`config.mk`:
```
export PLATFORM = sky130hd
export DESIGN_NAME = vga_fb_arbiter_flat
export DESIGN_NICKNAME = d
export VERILOG_FILES = /design/src/rtl/vga_fb_arbiter_if.sv /design/src/rtl/vga_fb_arbiter.sv /design/src/flat_wrapper.sv
export SDC_FILE = /design/constraint.sdc
export NUM_CORES = 1
export LEC_CHECK = 0
export BUFFER_PORTS_ARGS = -buffer_cell sky130_fd_sc_hd__buf_2
export CORE_MARGIN = 8
export CORE_UTILIZATION = 50
export CTS_CLUSTER_SIZE = 30
export DETAILED_ROUTE_END_ITERATION = 6
export PLACE_DENSITY = 0.89
export SLEW_MARGIN = 15
export SYNTH_ARGS = -nofsm -noshare
export SYNTH_HDL_FRONTEND = slang
export SYNTH_SLANG_ARGS = --single-unit
```
`constraint.sdc`:
```
create_clock -name clk -period 2.9 [get_ports clk]
set_input_delay 0.58 -clock clk [delete_from_list [all_inputs] [get_ports clk]]
set_output_delay 0.58 -clock clk [all_outputs]
set_load 0.05 [all_outputs]
```
`src/rtl/vga_fb_arbiter_if.sv`:
```
// Drawing-side write handshake and single-port framebuffer RAM port for vga_fb_arbiter.
// The arbiter takes the slave modport; the environment (drawing logic + RAM) the master.
interface vga_fb_arbiter_if #(
    parameter int AW = 16
);
    logic          wr_valid;
    logic [AW-1:0] wr_addr;
    logic [7:0]    wr_data;
    logic          wr_ready;
    logic [AW-1:0] mem_addr;
    logic          mem_we;
    logic [7:0]    mem_wdata;
    logic [7:0]    mem_rdata;

    modport slave (
        input  wr_valid, wr_addr, wr_data, mem_rdata,
        output wr_ready, mem_addr, mem_we, mem_wdata
    );

    modport master (
        output wr_valid, wr_addr, wr_data, mem_rdata,
        input  wr_ready, mem_addr, mem_we, mem_wdata
    );
endinterface

```
`src/rtl/vga_fb_arbiter.sv`:
```
// Shares one synchronous framebuffer RAM port between VGA pixel fetches (absolute
// priority) and drawing-logic writes; fetched pixels emerge two edges after request.
module vga_fb_arbiter #(
    parameter int IMG_W   = 100,
    parameter int IMG_H   = 100,
    parameter int H_START = 145,
    parameter int V_START = 36,
    parameter int AW      = 16
) (
    input  logic                 clk,
    input  logic                 rst_n,
    input  logic                 pix_en,
    input  logic [9:0]           h_count,
    input  logic [9:0]           v_count,
    vga_fb_arbiter_if.slave      fb,
    output logic [7:0]           pix_color,
    output logic                 pix_valid,
    output logic                 frame_done,
    output logic                 err_oob
);
    localparam int            NPIX      = IMG_W * IMG_H;
    localparam logic [AW-1:0] NPIX_A    = AW'(NPIX);
    localparam logic [AW-1:0] LAST_ADDR = AW'(NPIX - 1);
    localparam logic [9:0]    H_LO      = 10'(H_START);
    localparam logic [9:0]    H_HI      = 10'(H_START + IMG_W);
    localparam logic [9:0]    V_LO      = 10'(V_START);
    localparam logic [9:0]    V_HI      = 10'(V_START + IMG_H);

    typedef enum logic [1:0] {IDLE, READ, WRITE} state_e;

    state_e        state_q, state_d;
    logic [AW-1:0] rd_addr_q, rd_addr_d;
    logic [AW-1:0] mem_addr_q, mem_addr_d;
    logic          mem_we_q, mem_we_d;
    logic [7:0]    mem_wdata_q, mem_wdata_d;
    logic          blank1_q, blank1_d;
    logic          rd2_q, rd2_d;
    logic          blank2_q, blank2_d;
    logic [7:0]    pix_color_q, pix_color_d;
    logic          pix_valid_q, pix_valid_d;
    logic          frame_done_q, frame_done_d;
    logic          err_oob_q, err_oob_d;

    logic in_region;
    logic disp_req;
    logic wr_fire;

    assign in_region = (h_count >= H_LO) && (h_count < H_HI) &&
                       (v_count >= V_LO) && (v_count < V_HI);
    assign disp_req  = pix_en && in_region;
    assign fb.wr_ready = rst_n && fb.wr_valid && !disp_req;
    assign wr_fire   = fb.wr_valid && fb.wr_ready;

    always_comb begin
        state_d      = IDLE;
        rd_addr_d    = rd_addr_q;
        mem_addr_d   = mem_addr_q;
        mem_we_d     = 1'b0;
        mem_wdata_d  = mem_wdata_q;
        frame_done_d = 1'b0;
        err_oob_d    = err_oob_q;

        if (disp_req) begin
            state_d      = READ;
            mem_addr_d   = rd_addr_q;
            frame_done_d = (rd_addr_q == LAST_ADDR);
            rd_addr_d    = (rd_addr_q == LAST_ADDR) ? '0 : rd_addr_q + AW'(1);
        end else if (wr_fire) begin
            if (fb.wr_addr < NPIX_A) begin
                state_d     = WRITE;
                mem_addr_d  = fb.wr_addr;
                mem_wdata_d = fb.wr_data;
                mem_we_d    = 1'b1;
            end else begin
                err_oob_d = 1'b1;
            end
        end

        // Frame resync happens off-image, so it never races a fetch increment.
        if (pix_en && (h_count == '0) && (v_count == '0)) begin
            rd_addr_d = '0;
        end

        // Two-stage tag pipeline lines up with the RAM's one-cycle read latency.
        blank1_d    = pix_en && !in_region;
        rd2_d       = (state_q == READ);
        blank2_d    = blank1_q;
        pix_color_d = pix_color_q;
        pix_valid_d = pix_valid_q;
        if (rd2_q) begin
            pix_color_d = fb.mem_rdata;
            pix_valid_d = 1'b1;
        end else if (blank2_q) begin
            pix_color_d = '0;
            pix_valid_d = 1'b0;
        end
    end

    always_ff @(posedge clk or negedge rst_n) begin
        if (!rst_n) begin
            state_q      <= IDLE;
            rd_addr_q    <= '0;
            mem_addr_q   <= '0;
            mem_we_q     <= 1'b0;
            mem_wdata_q  <= '0;
            blank1_q     <= 1'b0;
            rd2_q        <= 1'b0;
            blank2_q     <= 1'b0;
            pix_color_q  <= '0;
            pix_valid_q  <= 1'b0;
            frame_done_q <= 1'b0;
            err_oob_q    <= 1'b0;
        end else begin
            state_q      <= state_d;
            rd_addr_q    <= rd_addr_d;
            mem_addr_q   <= mem_addr_d;
            mem_we_q     <= mem_we_d;
            mem_wdata_q  <= mem_wdata_d;
            blank1_q     <= blank1_d;
            rd2_q        <= rd2_d;
            blank2_q     <= blank2_d;
            pix_color_q  <= pix_color_d;
            pix_valid_q  <= pix_valid_d;
            frame_done_q <= frame_done_d;
            err_oob_q    <= err_oob_d;
        end
    end

    assign fb.mem_addr  = mem_addr_q;
    assign fb.mem_we    = mem_we_q;
    assign fb.mem_wdata = mem_wdata_q;
    assign pix_color    = pix_color_q;
    assign pix_valid    = pix_valid_q;
    assign frame_done   = frame_done_q;
    assign err_oob      = err_oob_q;
endmodule

```
`src/flat_wrapper.sv`:
```
// flat-port wrapper written by rule: the top's interface ports become plain ports
module vga_fb_arbiter_flat 
#(
    parameter int IMG_W   = 100,
    parameter int IMG_H   = 100,
    parameter int H_START = 145,
    parameter int V_START = 36,
    parameter int AW      = 16
)
  (clk, rst_n, pix_en, h_count, v_count, pix_color, pix_valid, frame_done, err_oob, fb_wr_valid, fb_wr_addr, fb_wr_data, fb_mem_rdata, fb_wr_ready, fb_mem_addr, fb_mem_we, fb_mem_wdata);
  vga_fb_arbiter_if #(.AW(AW)) fb_i ();
  input  logic clk;
  input  logic rst_n;
  input  logic pix_en;
  input  logic [9:0] h_count;
  input  logic [9:0] v_count;
  output logic [7:0] pix_color;
  output logic pix_valid;
  output logic frame_done;
  output logic err_oob;
  input wire logic [$bits(fb_i.wr_valid)-1:0] fb_wr_valid;
  input wire logic [$bits(fb_i.wr_addr)-1:0] fb_wr_addr;
  input wire logic [$bits(fb_i.wr_data)-1:0] fb_wr_data;
  input wire logic [$bits(fb_i.mem_rdata)-1:0] fb_mem_rdata;
  output wire logic [$bits(fb_i.wr_ready)-1:0] fb_wr_ready;
  output wire logic [$bits(fb_i.mem_addr)-1:0] fb_mem_addr;
  output wire logic [$bits(fb_i.mem_we)-1:0] fb_mem_we;
  output wire logic [$bits(fb_i.mem_wdata)-1:0] fb_mem_wdata;
  assign fb_i.wr_valid = fb_wr_valid;
  assign fb_i.wr_addr = fb_wr_addr;
  assign fb_i.wr_data = fb_wr_data;
  assign fb_i.mem_rdata = fb_mem_rdata;
  assign fb_wr_ready = fb_i.wr_ready;
  assign fb_mem_addr = fb_i.mem_addr;
  assign fb_mem_we = fb_i.mem_we;
  assign fb_mem_wdata = fb_i.mem_wdata;
  vga_fb_arbiter #(.IMG_W(IMG_W), .IMG_H(IMG_H), .H_START(H_START), .V_START(V_START), .AW(AW)) u_core (.clk(clk), .rst_n(rst_n), .pix_en(pix_en), .h_count(h_count), .v_count(v_count), .fb(fb_i), .pix_color(pix_color), .pix_valid(pix_valid), .frame_done(frame_done), .err_oob(err_oob));
endmodule
```
==> After elaboration in Yosys (flattened, before gate mapping) <==
Index checks and enable logic that the tools add are counted.
{ "op_classes": {"addsub": 1, "multipliers": 0, "div_mod_pow": 0, "n_lt_le_gt_ge": 5, "n_eq_ne": 2, "shifts": 0, "muxes": 17, "bitwise": 2, "reduce_logical": 21} }
{ "op_table": {"columns": ["op", "count"], "rows": [
  ["$mux 16", 6],
  ["$logic_not 10->1", 2],
  ["$lt 10x8->1 const B", 2],
  ["$add 16x1->16 const B", 1],
  ["$eq 16x14->1 const B", 1],
  ["$lt 16x14->1 const B", 1],
  ["$mux 8", 2],
  ["$ge 10x6->1 const B", 1],
  ["$ge 10x8->1 const B", 1],
  ["$logic_and 1x1->1", 10],
  ["$reduce_bool 2->1", 4],
  ["$mux 1", 6],
  ["$mux 2", 3],
  ["$reduce_and 3->1", 2],
  ["$eq 2x1->1 const B", 1],
  ["$logic_not 1->1", 2],
  ["$not 1->1", 2],
  ["$reduce_and 2->1", 1]
]} }
{ "totals": {"reg_bits": 57, "latch_bits": 0, "mem_bits_rw": 0, "mem_bits_ro": 0, "inputBits": 56, "output_inout_bits": 37, "wordCells": 60, "n_memories": 0} }

==> Longest topological paths before layout <==
Gate-level depths: netlist (run 1).
{ "depth": {"depth_word": 10, "ltp_mapped": 7, "ltp_nobuf": 6} }

==> Least setup slack after synthesis (run 1) <==
No wires, ideal clock.
{ "synth_timing": {"path_kind": "input to output", "start": "input h_count[0]", "end": "output fb_wr_ready", "t_arrival_ns": 2.252, "slack_ns": 0.068, "cell_stages": 6, "path_buffers": 1, "path_cell_list": "o41ai_1 a22o_1 or3_4 buf_6 clkinv_1 nor2_1"} }
{ "synth_via": {"elab_chain_cells": 7} }
{ "synth_lines": {"columns": ["item", "line_no", "rtl"], "rows": [
  ["from (decl)", "flat_wrapper.sv:15", "input logic [9:0] h_count;"],
  ["$ge 10x8->1 or $lt 10x8->1 (tied branches)", "vga_fb_arbiter.sv:48", "assign in_region = (h_count >= H_LO) && (h_count < H_HI) &&"],
  ["$logic_and 1x1->1 * (2 in series)", "vga_fb_arbiter.sv:48", null],
  ["$logic_and 1x1->1 *", "vga_fb_arbiter.sv:49", "(v_count >= V_LO) && (v_count < V_HI);"],
  ["$logic_and 1x1->1 *", "vga_fb_arbiter.sv:50", "assign disp_req = pix_en && in_region;"],
  ["net u_core.disp_req", "vga_fb_arbiter.sv:45", "logic disp_req;"],
  ["$logic_not 1->1 *", "vga_fb_arbiter.sv:51", "assign fb.wr_ready = rst_n && fb.wr_valid && !disp_req;"],
  ["$logic_and 1x1->1 *", "vga_fb_arbiter.sv:51", null],
  ["to (decl)", "flat_wrapper.sv:25", "output wire logic [$bits(fb_i.wr_ready)-1:0] fb_wr_ready;"]
]} }
Mark *: on every way through the listed nets, which the timed path passes. The rest lies on a longest branch.

==> Worst setup path after layout (run 1) <==
{ "layout_timing": {"start": "input v_count[6]", "end": "output fb_wr_ready"} }
{ "layout_via": {"elab_chain_cells": 6} }
{ "layout_lines": {"columns": ["item", "line_no", "rtl"], "rows": [
  ["from (decl)", "flat_wrapper.sv:16", "input logic [9:0] v_count;"],
  ["$ge 10x6->1", "vga_fb_arbiter.sv:49", null],
  ["$logic_and 1x1->1", "vga_fb_arbiter.sv:48", null],
  ["$logic_and 1x1->1 *", "vga_fb_arbiter.sv:49", null],
  ["$logic_and 1x1->1 *", "vga_fb_arbiter.sv:50", null],
  ["net u_core.disp_req", "vga_fb_arbiter.sv:45", null],
  ["$logic_not 1->1 *", "vga_fb_arbiter.sv:51", null],
  ["$logic_and 1x1->1 *", "vga_fb_arbiter.sv:51", null]
]} }
Marks and branches as above.

==> impl_metrics.json, run 1 <==
{
  "grt_first_pass_wirelength_mm": 11.0,
  "grt-ovfl-total": 0,
  "relSlewSlack": 0.542,
  "num_vias": 2386,
  "reg2reg_depth": 6,
  "postCtsSetupBuffers": 0,
  "power_density_nw_per_um2": 600,
  "hold_path.class": "reg2reg",
  "async_flop_share": 1.00,
  "fmaxAchievable_mhz": 381,
  "critical_path_class": "in2out",
  "ant_nets": 0,
  "vias_per_cell": 5.63,
  "synth_edf_count": 0,
  "arrival_ps": 2040,
  "yosysSeqAreaShare": 0.522,
  "grt_pass1_vias": 2374,
  "cts_max_level": 2,
  "hpwlAfterDp_mm": 5.24,
  "drive_gt1_frac": 0.345,
  "synth.distinct_cells": 42,
  "core_sq_um": 5140,
  "required_ps": 2320,
  "gp_congestion": 0.895,
  "syn-cell-area_sq_um": 2680,
  "synth_top_area_frac": 0.522,
  "maxCapViolations": 0,
  "clkSinkCount": 56,
  "wirelength_mm": 6.81,
  "die_h_um": 89.3,
  "area_delta_synth_final_pct": 25.5,
  "cts.repair.resized": 0,
  "min_period_ps": 2620,
  "drc": 0,
  "layout.nets": 410,
  "clkTransAtPathRegs_ps": 90,
  "fin_tns_setup_ps": 0,
  "die-area_sq_um": 7970,
  "crit_fanout": 4,
  "antennaDiodeCount": 0,
  "synth-main-ff-cell": "dfrtp_1",
  "reg2reg_from": "u_core.rd_addr_q[7]$_DFFE_PN0P_",
  "power.total_uw": 2020,
  "r2r_end": "u_core.rd_addr_q[8]$_DFFE_PN0P_",
  "syn_area_per_cell_sq_um": 10.3,
  "cts_max_path_buffers": 2,
  "ir_drop_mv": 0.425,
  "io_buffers": 92,
  "cp-startpoint": "v_count[6]",
  "rsz0062_at_grt": "no",
  "final-hold-violation-count": 0,
  "outcome": "complete, no violations",
  "synthTopCellsByArea": "dfrtp_1, a21oi_1, mux2i_1",
  "reg2reg_slack_ps": 910,
  "cts_hold_buf": 0,
  "ys_ff_latch": 56,
  "tightest_slew_ps": 687,
  "drt_iter0_markers": 112,
  "syn_nets": 317,
  "synthCells": 260,
  "start_util": 0.522,
  "fin_crit_sh": 0.905,
  "die_w_um": 89.3,
  "clk-insertion-delay-late_ps": 300,
  "start_kind": "input port",
  "ios": 93,
  "setup_viol": 0,
  "slew_viol_final": 0,
  "wire_per_inst_um": 16.1,
  "dr.pass1.iters": 4,
  "skew_ps": 9.09,
  "p_leak_uw": 0.00160,
  "cts_buffers": 5,
  "cts_tree": "yes",
  "cp-endpoint": "fb_wr_ready",
  "synth_largest_area_cell": "dfrtp_1",
  "grtUsageTotal": 0.174,
  "rows": 26,
  "yosysWarningCount": 0,
  "cp-end-kind": "output pin",
  "antenna_found_initial": 0,
  "grt_max_degree": 57,
  "root_buffer": "clkbuf_8"
}
==> cells in the final DEF (no fill, tap or decap), types with 2 or more instances in the layout <==
| cell | instances |
|---|---|
| a21o_1 | 2 |
| a21oi_1 | 28 |
| a22o_1 | 9 |
| a31oi_1 | 3 |
| and3_1 | 2 |
| buf_2 | 92 |
| buf_4 | 6 |
| clkbuf_8 | 7 |
| dfrtp_1 | 56 |
| inv_1 | 4 |
| mux2_2 | 8 |
| mux2i_1 | 14 |
| nand2_1 | 11 |
| nand3_1 | 11 |
| nand3b_1 | 2 |
| nand4_1 | 6 |
| nand4b_1 | 3 |
| nor2_1 | 24 |
| nor2b_1 | 3 |
| nor3_1 | 3 |
| nor4_1 | 8 |
| o21ai_0 | 14 |
| o31ai_1 | 3 |
| or3_1 | 10 |
| or4_1 | 4 |
| xnor2_1 | 2 |
==> worst min path at each step <==
stage | startpoint | to | slack, ps | cells after the start
5_1_grt | u_core.blank1_q$_DFF_PN0_ | u_core.blank2_q$_DFF_PN0_ | 370 | 0
2_1_floorplan | rst_n | u_core.blank1_q$_DFF_PN0_ | 280 | 0
4_1_cts | u_core.blank1_q$_DFF_PN0_ | u_core.blank2_q$_DFF_PN0_ | 360 | 0
3_5_place_dp | u_core.blank1_q$_DFF_PN0_ | u_core.blank2_q$_DFF_PN0_ | 340 | 0
6_report | u_core.blank1_q$_DFF_PN0_ | u_core.blank2_q$_DFF_PN0_ | 360 | 0
3_3_place_gp | u_core.blank1_q$_DFF_PN0_ | u_core.blank2_q$_DFF_PN0_ | 340 | 0
==> cell usage after synthesis, types with 2 or more instances <==
library cell / number
o31ai_1: 3
and3_1: 2
mux2_2: 8
a22o_1: 9
a31oi_1: 3
or3_1: 10
a21oi_1: 28
nand3b_1: 2
o21ai_0: 14
clkbuf_1: 11
nor4_1: 9
nor3_1: 3
a21o_1: 2
nand3_1: 11
nor2_1: 24
mux2i_1: 14
nand4b_1: 3
or4_1: 4
nor2b_1: 3
xnor2_1: 2
dfrtp_1: 56
nand2_1: 11
nand4_1: 6
inv_1: 4
==> through the flow <==
stage	util	cell area (sq um)	cells	hold WS, ps	setup WS (ps)
final	0.656	3370	424	362	275
after global routing	0.656	3370	424	375	158
after CTS	0.656	3370	424	363	269
after detailed placement	0.631	3240	416	340	274
after global placement	0.631	3240	416	336	313
after floorplan	-	2680	260	284	67.6
==> flip-flops by register name, indices dropped and copies added, names as in the netlist <==
register             flops
u_core.pix_color         8
u_core.rd2_q             1
u_core.fb.mem_wdata      8
u_core.fb.mem_we         1
u_core.frame_done        1
u_core.rd_addr_q        16
u_core.pix_valid         1
u_core.blank2_q          1
u_core.state_q           1
u_core.err_oob           1
u_core.blank1_q          1
u_core.fb.mem_addr      16
==> logic make-up after synthesis <==
logic type,Yosys count,share of synthesized area
muxes,22,0.0858
and+or+nand+nor,96,0.195
xor gates and xnor gates,2,0.00653
buffers and inverters,18,0.0294
DFF,56,0.522
AOI/OAI and AO/OA,65,0.157
adders and majority gates,1,0.00466
==> critical path: stages <==
cell	delay (ps)
buf_2	110
nor4_1	400
a22o_1	260
or3_4	170
clkinv_1	100
nor2_1	140
buf_2	280
==> layer usage <==
metal | wire length [um] | part of all wire | track usage
met3 | 544 | 0.080 | 0.0377
met5 | 0 | 0 | 0
met2 | 3440 | 0.50 | 0.306
met1 | 2690 | 0.39 | 0.202
met4 | 138 | 0.020 | 0.0650
==> area by class of cell <==
class	count	area [sq um]
clock buffers	7	96.3
clock inverters	1	30.0
fillers	436	1770
inverters	5	18.8
multi-input cells	186	1210
flip-flops and latches	56	1400
well taps	70	87.6
repair buffers	99	526
==> where the power goes <==
group / internal (uW) / switching [uW] / leakage (uW)
combinational: 152 / 418 / 0.000800
sequential: 866 / 46.1 / 0.000732
clock: 305 / 234 / 0.0000645
(Power assumes the default switching activity.)
==> run 2: changes to the inputs <==
--- a/config.mk
+++ b/config.mk
@@ -11,6 +11,7 @@
 export CTS_CLUSTER_SIZE = 30
 export DETAILED_ROUTE_END_ITERATION = 6
 export PLACE_DENSITY = 0.89
+export REMOVE_ABC_BUFFERS = 1
 export SLEW_MARGIN = 15
 export SYNTH_ARGS = -nofsm -noshare
 export SYNTH_HDL_FRONTEND = slang
==> impl_metrics.json, run 2 (synthesis results as in run 1) <==
{
  "outcome": "complete, no violations",
  "finalNonFillerCells": 424,
  "die-area_sq_um": 7970,
  "core_sq_um": 5140,
  "drive_gt1_frac": 0.347,
  "cp-startpoint": "v_count[3]",
  "clkTransAtPathRegs_ps": 100,
  "final-hold-violation-count": 0,
  "cts_max_level": 2,
  "required_ps": 2320,
  "io_buffers": 92,
  "maxCapViolations": 0,
  "ir_drop_mv": 0.294,
  "cts_tree": "yes",
  "r2r_end": "u_core.rd_addr_q[10]$_DFFE_PN0P_",
  "hpwlAfterDp_mm": 5.22,
  "grt_pass1_vias": 2438,
  "gp_congestion": 0.875,
  "start_util": 0.522,
  "crit_family": "simple AND/OR/NAND/NOR gates",
  "min_period_ps": 2710,
  "p_leak_uw": 0.00157,
  "rsz0062_at_grt": "no",
  "wire_per_inst_um": 17.1,
  "reg2reg_depth": 6,
  "clk-insertion-delay-late_ps": 310,
  "path_buf_inv": 3,
  "antennaDiodeCount": 0,
  "postCtsSetupBuffers": 0,
  "grt_first_pass_wirelength_mm": 10.9,
  "final_common_cell": "buf_2",
  "wirelength_mm": 7.24,
  "fin_crit_sh": 0.933,
  "clkSinkCount": 56,
  "ant_nets": 0,
  "setup_viol": 0,
  "hold_end": "u_core.blank2_q$_DFF_PN0_",
  "ios": 93,
  "reg2reg_slack_ps": 880,
  "start_kind": "input port",
  "hp-start": "u_core.blank1_q$_DFF_PN0_",
  "tightest_slew_ps": 678,
  "fmaxAchievable_mhz": 369,
  "hold_path.class": "reg2reg",
  "power_density_nw_per_um2": 581,
  "vias_per_cell": 5.72,
  "cp-end-kind": "output pin",
  "cts_max_path_buffers": 2,
  "grt_max_degree": 57,
  "root_buffer": "clkbuf_8",
  "slew_viol_final": 0,
  "max_stage_delay_ps": 390,
  "num_vias": 2424,
  "relSlewSlack": 0.548,
  "hold_depth": 0,
  "path_cells": "buf_2 -> o41ai_2 -> nand4_1 -> or3_4 -> clkinvlp_4 -> nor2_1 -> clkbuf_4",
  "crit_slowest_cell": "o41ai_2",
  "drt_iter0_markers": 237,
  "die_h_um": 89.3,
  "reg2reg_from": "u_core.rd_addr_q[7]$_DFFE_PN0P_",
  "grt-ovfl-total": 0,
  "layout.nets": 410,
  "crit_fanout": 8,
  "power.total_uw": 1940,
  "area_delta_synth_final_pct": 24.2,
  "skew_ps": 8.43,
  "final_cell_mix": "buf_2, dfrtp_1, a21oi_1, nor2_1",
  "die_w_um": 89.3,
  "grtUsageTotal": 0.174,
  "rows": 26,
  "drc": 0,
  "critical_path_class": "in2out",
  "arrival_ps": 2130,
  "placed_cells": 416,
  "cts_buffers": 5,
  "dr.pass1.iters": 5,
  "antenna_found_initial": 0
}
==> run 2: worst max path at each step <==
stage / to / slack [ps] / cells past startpoint
final: fb_wr_ready / 190 / 7
after global routing: fb_wr_ready / 50 / 7
after CTS: fb_wr_ready / 130 / 7
after detailed placement: fb_wr_ready / 130 / 7
after global placement: fb_wr_ready / 180 / 7
after floorplan: fb_wr_ready / -180 / 5
==> run 2: routing by layer <==
| metal | GRT usage | vias up | routed length [um] |
|---|---|---|---|
| li1 | - | 1145 | - |
| met1 | 0.193 | 1151 | 2820 |
| met2 | 0.315 | 105 | 3580 |
| met3 | 0.0377 | 23 | 664 |
| met4 | 0.0725 | 0 | 184 |
| met5 | 0 | - | 0 |
==> run 2: timing repair <==
item                                   in CTS  in global routing
setup endpoints to repair                   0                  1
gates resized for setup                     0                  2
endpoints found under the hold margin       0                  0
hold buffers                                0                  0
==> run 2: power breakdown <==
group | total [uW] | internal (uW) | leakage [uW] | switching [uW]
logic | 573 | 152 | 0.000790 | 421
clock network | 449 | 194 | 0.0000434 | 255
registers | 915 | 866 | 0.000732 | 49.0
==> run 2: metrics by stage <==
step | TNS [ps] | setup WS [ps] | hold slack (ps) | cell area, sq um | utilization
2_1_floorplan | -180 | -180 | 284 | 2620 | -
3_3_place_gp | 0 | 183 | 333 | 3230 | 0.629
3_5_place_dp | 0 | 132 | 335 | 3230 | 0.629
4_1_cts | 0 | 135 | 357 | 3330 | 0.648
5_1_grt | 0 | 54.1 | 368 | 3330 | 0.649
6_report | 0 | 193 | 355 | 3330 | 0.649
==> run 2: area by class of cell <==
cell class                      count  area (sq um)
Timing Repair Buffer               99           515
Fill cell                         419          1810
Inverter                            5          22.5
Clock buffer                        6          82.6
Tap cell                           70          87.6
Clock inverter                      2          15.0
Multi-Input combinational cell    186          1210
Sequential cell                    56          1400
==> run 3: changes to the inputs <==
--- a/config.mk
+++ b/config.mk
@@ -10,7 +10,7 @@
 export CORE_UTILIZATION = 50
 export CTS_CLUSTER_SIZE = 30
 export DETAILED_ROUTE_END_ITERATION = 6
-export PLACE_DENSITY = 0.89
+export PLACE_DENSITY_LB_ADDON = 0.3
 export REMOVE_ABC_BUFFERS = 1
 export SLEW_MARGIN = 15
 export SYNTH_ARGS = -nofsm -noshare
==> constraint.sdc (replaced) <==
create_clock -name clk -period 2.6 [get_ports clk]
set_input_delay 0.52 -clock clk [delete_from_list [all_inputs] [get_ports clk]]
set_output_delay 0.52 -clock clk [all_outputs]
set_load 0.05 [all_outputs]
==> impl_metrics.json, run 3 (synthesis results as in run 1) <==
{
  "power_density_nw_per_um2": 653,
  "whs_ps": 354,
  "grt_pass1_vias": 2185,
  "core_sq_um": 5140,
  "grtUsageTotal": 0.165,
  "start_util": 0.522,
  "die_w_um": 89.3,
  "cp-startpoint": "v_count[3]",
  "root_buffer": "clkbuf_8",
  "wirelength_mm": 6.57,
  "min_period_ps": 2510,
  "outcome": "complete, no violations",
  "hold_depth": 0,
  "skew_ps": 7.26,
  "die_h_um": 89.3,
  "cp-endpoint": "fb_wr_ready",
  "fmaxAchievable_mhz": 399,
  "grt_first_pass_wirelength_mm": 10.3,
  "setup_viol": 0,
  "hpwlAfterDp_mm": 4.94,
  "critical_path_class": "in2out",
  "cts_hold_buf": 0,
  "final_common_cell": "buf_2",
  "seqPwrFrac": 0.459,
  "drive_gt1_frac": 0.353,
  "num_vias": 2358,
  "area_delta_synth_final_pct": 26.1,
  "grt_max_degree": 57,
  "cts_max_path_buffers": 2,
  "placed_cells": 419,
  "postCtsSetupBuffers": 0,
  "rsz0062_at_grt": "no",
  "switchingPower_uw": 785,
  "required_ps": 2080,
  "internal-power_uw": 1420,
  "cts_tree": "yes",
  "grt-ovfl-total": 0,
  "dr.pass1.iters": 4,
  "post-place-ws_ps": 63.0,
  "r2r_end": "u_core.rd_addr_q[10]$_DFFE_PN0P_",
  "fin_ws_ps": 91.8,
  "wire_per_inst_um": 15.4,
  "tightest_slew_ps": 689,
  "power_frac_comb": 0.289,
  "cts_buffers": 5,
  "start_kind": "input port",
  "finalNonFillerCells": 427,
  "reg2reg_depth": 6,
  "cp-end-kind": "output pin",
  "crit_fanout": 5,
  "slew_viol_final": 0,
  "clk-insertion-delay-late_ps": 310,
  "antennaDiodeCount": 0,
  "fin_crit_sh": 0.965,
  "maxCapViolations": 0,
  "p_leak_uw": 0.00160,
  "drc": 0,
  "relSlewSlack": 0.541,
  "rows": 26,
  "final-hold-violation-count": 0,
  "io_buffers": 92,
  "cts_max_level": 2,
  "clkSinkCount": 56,
  "vias_per_cell": 5.52,
  "antenna_found_initial": 0,
  "ir_drop_mv": 0.357,
  "gp_congestion": 0.829,
  "clkPwrFrac": 0.252,
  "drt_iter0_markers": 86,
  "layout.nets": 413,
  "ios": 93,
  "final_cell_mix": "buf_2, dfrtp_1, a21oi_1, nor2_1",
  "arrival_ps": 1990,
  "clkTransAtPathRegs_ps": 90,
  "reg2reg_from": "u_core.rd_addr_q[7]$_DFFE_PN0P_",
  "die-area_sq_um": 7970,
  "ant_nets": 0,
  "reg2reg_slack_ps": 580,
  "swShare": 0.356,
  "hold_path.class": "reg2reg"
}
## run 3: area by class of cell
cell class | instances | area [sq um]
clock inverters | 3 | 42.5
inverters | 5 | 18.8
multi-input cells | 186 | 1220
clock buffers | 5 | 68.8
fillers | 445 | 1760
well taps | 70 | 87.6
repair buffers | 102 | 548
flip-flops and latches | 56 | 1400
## run 3: power groups by stage
stage	clock (uW)	combinational (uW)	sequential [uW]
4_1_cts	575	644	1010
2_1_floorplan	0	120	1350
3_3_place_gp	0	638	1030
6_report	557	637	1010
5_1_grt	611	674	1030
3_5_place_dp	0	643	1030
## run 3: how the worst min path moves through the flow
stage / slack (ps) / start / endpoint
after floorplan: 220 / rst_n / u_core.blank1_q$_DFF_PN0_
after global placement: 330 / u_core.blank1_q$_DFF_PN0_ / u_core.blank2_q$_DFF_PN0_
after detailed placement: 340 / u_core.blank1_q$_DFF_PN0_ / u_core.blank2_q$_DFF_PN0_
after CTS: 360 / u_core.blank1_q$_DFF_PN0_ / u_core.blank2_q$_DFF_PN0_
after global routing: 370 / u_core.blank1_q$_DFF_PN0_ / u_core.blank2_q$_DFF_PN0_
final: 350 / u_core.blank1_q$_DFF_PN0_ / u_core.blank2_q$_DFF_PN0_
## run 3: stage by stage
step / util / setup TNS (ps) / cell area [sq um] / power (uW)
3_3_place_gp: 0.635 / 0 / 3270 / 1660
4_1_cts: 0.657 / 0 / 3380 / 2230
5_1_grt: 0.658 / 0 / 3380 / 2310
3_5_place_dp: 0.635 / 0 / 3270 / 1670
2_1_floorplan: - / -654 / 2620 / 1470
6_report: 0.658 / 0 / 3380 / 2210
## run 3: layer usage
| metal | share of wire | up-vias | global-route usage |
|---|---|---|---|
| met5 | 0 | - | 0 |
| met4 | 0.012 | 0 | 0.0529 |
| met3 | 0.091 | 9 | 0.0423 |
| met2 | 0.49 | 76 | 0.273 |
| met1 | 0.41 | 1122 | 0.205 |
| li1 | - | 1151 | - |
## run 3: what timing repair did
action	4_1_cts	5_1_grt
setup endpoints to repair	0	1
endpoints found under the hold margin	0	0
resized for setup	0	1
## run 3: worst max-delay path: stages
cell,delay (ps)
buf_2,120
o41ai_2,390
nand4_1,180
or3_4,380
clkinv_1,110
nor2_1,70
buf_2,220
